--- config.mk ---
export PLATFORM = sky130hd
export DESIGN_NAME = hazard_controller
export DESIGN_NICKNAME = d
export VERILOG_FILES = /design/src/rtl/hazard_controller.sv
export SDC_FILE = /design/constraint.sdc
export NUM_CORES = 1
export LEC_CHECK = 0
export ABC_AREA = 1
export CORE_ASPECT_RATIO = 0.7
export CORE_MARGIN = 5
export CORE_UTILIZATION = 36
export CTS_CLUSTER_DIAMETER = 30
export DETAILED_ROUTE_END_ITERATION = 10
export PLACE_DENSITY = 0.82
export SLEW_MARGIN = 20
export SYNTH_ARGS = -nofsm -noshare
export SYNTH_HDL_FRONTEND = slang
export SYNTH_SLANG_ARGS = --single-unit
--- constraint.sdc ---
create_clock -name clk -period 1.6 [get_ports clk]
set_input_delay 0.48 -clock clk [delete_from_list [all_inputs] [get_ports clk]]
set_output_delay 0.48 -clock clk [all_outputs]
set_load 0.01 [all_outputs]
--- src/rtl/hazard_controller.sv ---
// hazard_controller: load-use stalls, mul/div sequencing and flush control.
// Optional perf counters under `HAZARD_PERF_CNT_EN (tied to 0 otherwise).
module hazard_controller #(
  parameter int MD_LATENCY = 8,
  parameter int CNT_W      = 32
) (
  input  logic             clk,
  input  logic             rst_n,
  input  logic [4:0]       ifid_rs1,
  input  logic [4:0]       ifid_rs2,
  input  logic             ifid_use_rs1,
  input  logic             ifid_use_rs2,
  input  logic             idex_memrd,
  input  logic [4:0]       idex_rd,
  input  logic             idex_md_req,
  input  logic             branch_taken,
  input  logic             kill,
  output logic             pc_write,
  output logic             ifid_write,
  output logic             idex_write,
  output logic             ifid_flush,
  output logic             idex_flush,
  output logic             exmem_bubble,
  output logic             md_start,
  output logic             md_done,
  output logic             md_abort,
  output logic             md_busy,
  output logic [CNT_W-1:0] stall_cycles,
  output logic [CNT_W-1:0] flush_count
);

  typedef enum logic [1:0] {
    IDLE,
    BUSY,
    DONE
  } state_e;

  localparam logic [7:0] LAT = 8'(MD_LATENCY);

  state_e     state_q, state_d;
  logic [7:0] cnt_q, cnt_d;
  logic       load_use;

  assign load_use = idex_memrd && (idex_rd != 5'd0) &&
                    (((idex_rd == ifid_rs1) && ifid_use_rs1) ||
                     ((idex_rd == ifid_rs2) && ifid_use_rs2));

  // state and busy down-counter
  always_ff @(posedge clk or negedge rst_n) begin
    if (!rst_n) begin
      state_q <= IDLE;
      cnt_q   <= 8'd0;
    end else begin
      state_q <= state_d;
      cnt_q   <= cnt_d;
    end
  end

  // next state and all pipeline controls; idle values while in reset
  always_comb begin
    state_d      = state_q;
    cnt_d        = cnt_q;
    pc_write     = 1'b1;
    ifid_write   = 1'b1;
    idex_write   = 1'b1;
    ifid_flush   = 1'b0;
    idex_flush   = 1'b0;
    exmem_bubble = 1'b0;
    md_start     = 1'b0;
    md_done      = 1'b0;
    md_abort     = 1'b0;
    md_busy      = 1'b0;
    if (rst_n) begin
      md_busy = (state_q == BUSY);
      if (kill) begin
        ifid_flush   = 1'b1;
        idex_flush   = 1'b1;
        exmem_bubble = 1'b1;
        md_abort     = (state_q != IDLE);
        state_d      = IDLE;
        cnt_d        = 8'd0;
      end else begin
        unique case (state_q)
          IDLE: begin
            if (idex_md_req) begin
              md_start     = 1'b1;
              pc_write     = 1'b0;
              ifid_write   = 1'b0;
              idex_write   = 1'b0;
              exmem_bubble = 1'b1;
              state_d      = BUSY;
              cnt_d        = LAT;
            end else if (branch_taken) begin
              ifid_flush = 1'b1;
              idex_flush = 1'b1;
            end else if (load_use) begin
              pc_write   = 1'b0;
              ifid_write = 1'b0;
              idex_flush = 1'b1;
            end
          end
          BUSY: begin
            pc_write     = 1'b0;
            ifid_write   = 1'b0;
            idex_write   = 1'b0;
            exmem_bubble = 1'b1;
            cnt_d        = cnt_q - 8'd1;
            if (cnt_q == 8'd1) begin
              state_d = DONE;
            end
          end
          DONE: begin
            md_done = 1'b1;
            state_d = IDLE;
          end
          default: begin
            state_d = IDLE;
            cnt_d   = 8'd0;
          end
        endcase
      end
    end
  end

`ifdef HAZARD_PERF_CNT_EN
  logic [CNT_W-1:0] stall_q, stall_d;
  logic [CNT_W-1:0] flush_q, flush_d;

  // wrapping event counts
  always_comb begin
    stall_d = stall_q + CNT_W'(!pc_write);
    flush_d = flush_q + CNT_W'(ifid_flush);
  end

  // counter registers
  always_ff @(posedge clk or negedge rst_n) begin
    if (!rst_n) begin
      stall_q <= '0;
      flush_q <= '0;
    end else begin
      stall_q <= stall_d;
      flush_q <= flush_d;
    end
  end

  assign stall_cycles = stall_q;
  assign flush_count  = flush_q;
`else
  assign stall_cycles = '0;
  assign flush_count  = '0;
`endif

  // a branch resolving while EX requests mul/div cannot happen
  a_no_branch_with_md : assert property (
    @(posedge clk) disable iff (!rst_n)
    !((state_q == IDLE) && !kill && branch_taken && idex_md_req)
  );

endmodule

==> results of run 1 <==
-- worst paths after layout --
check	startpoint	endpoint
setup reg to reg	state_q[1]	cnt_q[5]
max in group asynchronous	rst_n	cnt_q[6]
setup / recovery	ifid_use_rs1	pc_write
min in group clk	cnt_q[7]	cnt_q[7]
hold reg to reg	cnt_q[7]	cnt_q[7]
hold / removal	rst_n	state_q[0]
-- cell usage in the layout (no fill, tap or decap), types with 9 or more instances in the layout --
master,count
nand2_1,37
inv_2,10
dfrtp_1,10
conb_1,64
buf_6,18
nor2_1,12
inv_1,15
nand3_1,12
buf_4,24
nand2_2,11
buf_2,9
-- critical path: cells and delay by family --
family	cells	cell delay [ps]
buffers and inverters	2	320
and+or+nand+nor	7	590
-- sequential cells by signal, summed over array words and instances (netlist names) --
register  cells
cnt_q         8
state_q       2
-- power breakdown --
group          switching, mW  total (mW)  internal [mW]
Clock                  0.109       0.326          0.217
Sequential            0.0953       0.449          0.353
Combinational          0.906        1.55          0.648
-- cells by family (layout without fill, tap and decap cells) --
| family | after synthesis | count (layout) |
|---|---|---|
| buffers and inverters | 99 | 95 |
| AND/OR/NAND/NOR | 95 | 95 |
| AO/OA/AOI/OAI | 17 | 17 |
| flip-flops | 10 | 10 |
| adder cells (fa/ha/maj) | 2 | 2 |
| other | 1 | 64 |
| XOR/XNOR | 1 | 1 |
-- routing by layer --
metal	share of wire	up-vias
met1	0.33	705
li1	-	674
met4	0.064	0
met3	0.095	43
met2	0.51	126
met5	0	-
-- timing repair --
item                       4_1_cts  5_1_grt
hold endpoints to repair         0        0
gates resized for setup        170       32
pin swaps                       29       21
setup buffers                    4        4
gates cloned                     0        0
setup endpoints to repair       19       12
-- final cells by class --
cell class / instances / area (sq um) / area share
Clock buffer: 4 / 55.1 / 0.0282
Inverter: 33 / 169 / 0.0864
Multi-Input combinational cell: 179 / 913 / 0.467
Sequential cell: 10 / 250 / 0.128
Tap cell: 52 / 65.1 / 0.0333
Timing Repair Buffer: 58 / 503 / 0.257
-- through the flow --
step,instance area [sq um],hold slack [ps]
after floorplan,1680,184
after global placement,1710,531
after detailed placement,1710,539
after CTS,1820,217
after global routing,1960,237
final,1960,237
==> impl_results.md, run 1 <==
- Status: finished, violations left
- Failing checks: setup timing
- Vias per cell: between 4 and 5
- TritonCTS Buffers: 3
- Crit Path Class: primary input to output pin
- GRT overflow: 0
- Synth Area in Simple Gates: 0.284
- CTS Root Cell: clkbuf_8
- Worst setup SP type: primary input
- Setup_tns: -1670 ps
- Post-synth top area share: 0.349
- Met1 usage in global routing: 0.135
- Clock Path Buffers: 2
- Setup ws final: -275 ps
- Ys flop type: dfrtp_1
- Max stage delay on crit path: between 150 and 200 ps
- Fin crit share: 1.17
- Synth Instances: 225
- Dpl ws: -1090 ps
- Worst-path clk slew: around 50 ps
- Antenna Cells: 0
- R2R cell count: 9
- H-tree depth: 1
- Synthesized flop and latch total: 10
- Largest family of logic cells by synthesized area: buffers and inverters
- Sequential share of the synthesized area: 0.179
- Fraction of the mapped netlist area in compound gates: 0.0645
- Fin cells: 336
- Height of the die: 62.1 um
- Post-synthesis mux area share: 0
- Top post-synthesis cells by count: buf_4, nand2_1, inv_1
- Leak: 1.11 nW
- Vias: roughly 1500
- CP endpoint kind: output pin
- Unrepaired setup endpoints after global routing: yes
- Core outline area: 3830 sq um
- Cells after DPL: 325
- Post-Synth XOR/XNOR Area: 0.00627
- Most used routing layer: met2
- Post-Route Utilization: 0.511
- Adder-cell share of the synthesized area: 0.0179
- Async SR Flop Fraction: 1.00
- Clock period minus worst slack: 1880 ps
- Vias in the first global route: 1222
- Max-Cap Viols: 0
- Area contributors post-synth: buf_4, dfrtp_1, nand2_1
- Share of layout cells above drive strength 1: 0.391
- WL final: 4550 um
- Met3 usage: 0.0264
- Post-route ant nets: 0
- Final Max Slew Viols: 0
- CTS tree: yes
- Max IR drop VDD: 0.542 mV
- Area growth, synth to finish: 39.9%
- Largest area contributor in the synthesized netlist: buf_4
- Largest net degree at the start of global routing: 9
- First-pass GRT wire length: 5360 um
- GP Congestion: 0.871
- Flop-to-flop setup slack: 0 ps
- Hold Path Class: primary input to async pin
- Mapped cell area: 1400 sq um
- P per Cell Area: 1190 nW/um^2
- Worst path slowest cell: dlygate4sd2_1
- Most numerous cell in the Yosys netlist: buf_4
- EDFF count, synth: 0
- Residual DRC: 0
- Die area: 5250 sq um
- Final setup violating endpoints: 10
- Max Clock Freq: 533 MHz
- Initial Utilization: 0.365
- CP Cell Sequence: dlygate4sd2_1 > nand2_1 > nor2_2 > nand3_2 > nand2_2 > nand2_1 > nand2_1 > nand2_2 > buf_6
- Layout Nets: just over 300
- IO Count: 97
- Hold Fails Final Rpt: 0
- Clk Latency, worst-skew pair: between 200 and 250 ps
- Most frequent CP cell: nand2_1
- Clk sink count: 10
- DRT Pass-1 Iters: 4
- Critical Path RT: 1120 ps
- Filler Cell Count: 349
- Total GRT Usage: 0.122
- Ys Warns: 0
- CP arrival: 1400 ps
- Die extent in x: 84.5 um
- CP Max Fanout: 2
- Iteration-0 DRC Markers: 176
- Antenna violations before repair: 0
- Clk_skew: 1.24 ps
- Post-DP HPWL: 2850 um
- Yosys cell types: 20
- Syn_area_per_cell: 6.21 sq um
- PortBufs: 32
- Overall Power: 2.33 mW
- Met2 usage: 0.230
- Hold_buf cts: 0
- DR WL/cell: 13.5 um
- Row Count: 19
(Power assumes the default switching activity.)
==> inputs of run 2 (changes only) <==
--- a/config.mk
+++ b/config.mk
@@ -9,7 +9,7 @@
 export CORE_ASPECT_RATIO = 0.7
 export CORE_MARGIN = 5
 export CORE_UTILIZATION = 36
-export CTS_CLUSTER_DIAMETER = 30
+export CTS_CLUSTER_DIAMETER = 120
 export DETAILED_ROUTE_END_ITERATION = 10
 export PLACE_DENSITY = 0.82
 export SLEW_MARGIN = 20
==> results of run 2 <==
The final DEF is identical to that of run 1; final timing and power are the same.
==> inputs of run 3 (changes only) <==
--- a/config.mk
+++ b/config.mk
@@ -5,13 +5,13 @@
 export SDC_FILE = /design/constraint.sdc
 export NUM_CORES = 1
 export LEC_CHECK = 0
-export ABC_AREA = 1
+export ABC_AREA = 0
 export CORE_ASPECT_RATIO = 0.7
 export CORE_MARGIN = 5
-export CORE_UTILIZATION = 36
+export CORE_UTILIZATION = 34
 export CTS_CLUSTER_DIAMETER = 120
 export DETAILED_ROUTE_END_ITERATION = 10
-export PLACE_DENSITY = 0.82
+export PLACE_DENSITY = 0.79
 export SLEW_MARGIN = 20
 export SYNTH_ARGS = -nofsm -noshare
 export SYNTH_HDL_FRONTEND = slang
==> impl_results.md, run 3 <==
- Max IR drop VDD: 0.214 mV (-60%)
- Height of the die: 61.5 um (-1.1%)
- Internal Power: 705 uW (-42%)
- DRT Pass-1 Iters: 4 (unchanged)
- Vias: 1112 (-28%)
- CTS tree: yes
- Clk_skew: 2.11 ps (+0.863 ps)
- R2R cell count: 7 (-2)
- Hold Fails Final Rpt: 0 (unchanged)
- Clk sink count: 10 (unchanged)
- P per Cell Area: 681 nW/um^2 (-43%)
- Core outline area: 3580 sq um (-6.4%)
- DR WL/cell: 13.3 um (-2.0%)
- Logic pwr share: 0.483 (-0.184)
- Area growth, synth to finish: 31.9%
- Sequential share of the synthesized area: 0.195 (+0.0155)
- Setup ws final: -649 ps (-374 ps)
- Clock Path Buffers: 2 (unchanged)
- Fin crit share: 1.41 (+0.234)
- IO Count: 97 (unchanged)
- First-pass GRT wire length: 4480 um (-16%)
- Most common cell after layout, fill and taps aside: conb_1
- Largest area contributor in the synthesized netlist: buf_4
- Failing checks: setup timing
- Layout Nets: 247 (-20%)
- Switching Share: 0.389 (-0.0876)
- Worst r2r dst: cnt_q[6]
- Vias in the first global route: 1001 (-18%)
- Die area: 5130 sq um (-2.2%)
- Power share of the clock group: 0.224 (+0.084)
- Clock period minus worst slack: 2250 ps (+374 ps)
- TritonCTS Buffers: 3 (unchanged)
- Cells after DPL: 258 (-21%)
- Sequential share of power: 0.293 (+0.100)
- Status: finished, violations left
- Synthesized flop and latch total: 10 (unchanged)
- CP endpoint kind: output pin
- Synth Instances: 163 (-28%)
- Largest net degree at the start of global routing: 14 (+5)
- Top flop regs: cnt_q (8), state_q (2)
- Post-synth top area share: 0.379 (+0.0302)
- Die extent in x: 83.5 um (-1.1%)
- Residual DRC: 0 (unchanged)
- Antenna Cells: 0 (unchanged)
- Max Clock Freq: 445 MHz (-17%)
- Initial Utilization: 0.359 (-0.00596)
- Syn_area_per_cell: 7.89 sq um (+27%)
- Critical Path RT: 1120 ps (about the same)
- Share of layout cells above drive strength 1: 0.336 (-0.0545)
- CP arrival: 1770 ps (+370 ps)
- FF-to-FF Start: cnt_q[0]
- CP Max Fanout: 2 (unchanged)
- Unrepaired setup endpoints after global routing: yes
- Top post-synthesis cells by count: buf_4, dfrtp_1, nor2_1
- Max-Cap Viols: 0 (unchanged)
- Worst setup SP type: primary input
- Hold Path Class: primary input to async pin
- EDFF count, synth: 0 (unchanged)
- Crit Path Class: primary input to output pin
- Async SR Flop Fraction: 1.00 (unchanged)
- Iteration-0 DRC Markers: 81 (-54%)
- Row Count: 18 (-1)
- Yosys cell types: 36 (+80%)
- Most numerous cell in the Yosys netlist: buf_4
- Final setup violating endpoints: 10 (unchanged)
- Max FFs per register: 8 (unchanged)
- Leak: 0.899 nW (-19%)
- Vias per cell: 4.12 (-11%)
- Antenna violations before repair: 0 (unchanged)
- PortBufs: 32 (unchanged)
- Mapped cell area: 1290 sq um (-8.0%)
- Total GRT Usage: 0.110 (-0.0121)
- GP Congestion: 0.854 (-2.0%)
- GRT overflow: 0 (unchanged)
- WL final: 3580 um (-21%)
- Ys flop type: dfrtp_1
- Most frequent cells in the layout: conb_1, buf_4, buf_2
- Largest Register: cnt_q
- Switch Pwr: 450 uW (-60%)
- Worst-path clk slew: 50 ps (about the same)
- Ys Warns: 0 (unchanged)
- Clk Latency, worst-skew pair: 240 ps (about the same)
- Post-route ant nets: 0 (unchanged)
- Overall Power: 1.15 mW (-50%)
- Final Max Slew Viols: 0 (unchanged)
- CTS Root Cell: clkbuf_8
- H-tree depth: 1 (unchanged)
- Hold_buf cts: 0 (unchanged)
- Post-DP HPWL: 2510 um (-12%)
- Flop-to-flop setup slack: 90 ps (+90 ps)
- Setup_tns: -2930 ps (-1260 ps)
- Area contributors post-synth: buf_4, dfrtp_1, xor2_1
- Fin cells: 270 (-20%)
[run 3: stage by stage]
stage	area, sq um	setup WS [ps]	hold WS, ps	util
6_report	1700	-649	371	0.474
2_1_floorplan	1530	-486	184	-
5_1_grt	1700	-770	370	0.474
4_1_cts	1630	-727	347	0.455
3_5_place_dp	1550	-1370	478	0.433
3_3_place_gp	1550	-1310	484	0.433
[run 3: layer usage]
layer,track usage,share of wire,routed length (um)
met5,0,0,0
met4,0.0436,0.017,61
met3,0.0281,0.089,320
met2,0.188,0.55,1960
met1,0.137,0.35,1240
[run 3: layout make-up]
class	instances	area [sq um]
Clock buffer	3	41.3
Inverter	5	18.8
Timing Repair Buffer	61	492
Multi-Input combinational cell	141	831
Tap cell	50	62.6
Sequential cell	10	251
Fill cell	361	1880
[run 3: how the worst max path moves through the flow]
stage | start | to | slack (ps)
floorplan | idex_rd[4] | pc_write | -490
detailed placement | idex_rd[4] | ifid_write | -1370
global route | idex_rd[0] | ifid_write | -770
finish | idex_rd[0] | ifid_write | -650
CTS | idex_rd[0] | ifid_write | -730
global placement | idex_rd[4] | ifid_write | -1310
[run 3: cell families after synthesis]
| kind of cell | count (synthesis) | share of synthesized area |
|---|---|---|
| AOI/OAI and AO/OA | 23 | 0.123 |
| xor gates and xnor gates | 10 | 0.0681 |
| adders and majority gates | 2 | 0.0195 |
| buffers and inverters | 75 | 0.411 |
| DFF | 10 | 0.195 |
| muxes | 1 | 0.00875 |
| other | 1 | 0.00292 |
| and+or+nand+nor | 41 | 0.173 |
[run 3: power by group through the flow]
stage | Combinational (mW) | Clock [mW] | Sequential [mW]
floorplan | 0.395 | 0 | 0.323
global placement | 0.475 | 0 | 0.331
detailed placement | 0.481 | 0 | 0.333
CTS | 0.494 | 0.263 | 0.332
global route | 0.612 | 0.277 | 0.343
finish | 0.557 | 0.259 | 0.338
[run 3: worst max-delay path, cell delays in order]
cell and delay [ps]:
buf_6 100, buf_6 110, xor2_1 140, nor4_2 300, a32oi_1 120, o41a_1 360, buf_2 150
[run 3: what timing repair did]
action	4_1_cts	5_1_grt
pin swaps	17	15
endpoints found under the hold margin	0	0
gates resized for setup	111	24
cloned	0	1
buffers inserted	6	4
setup endpoints to repair	19	10
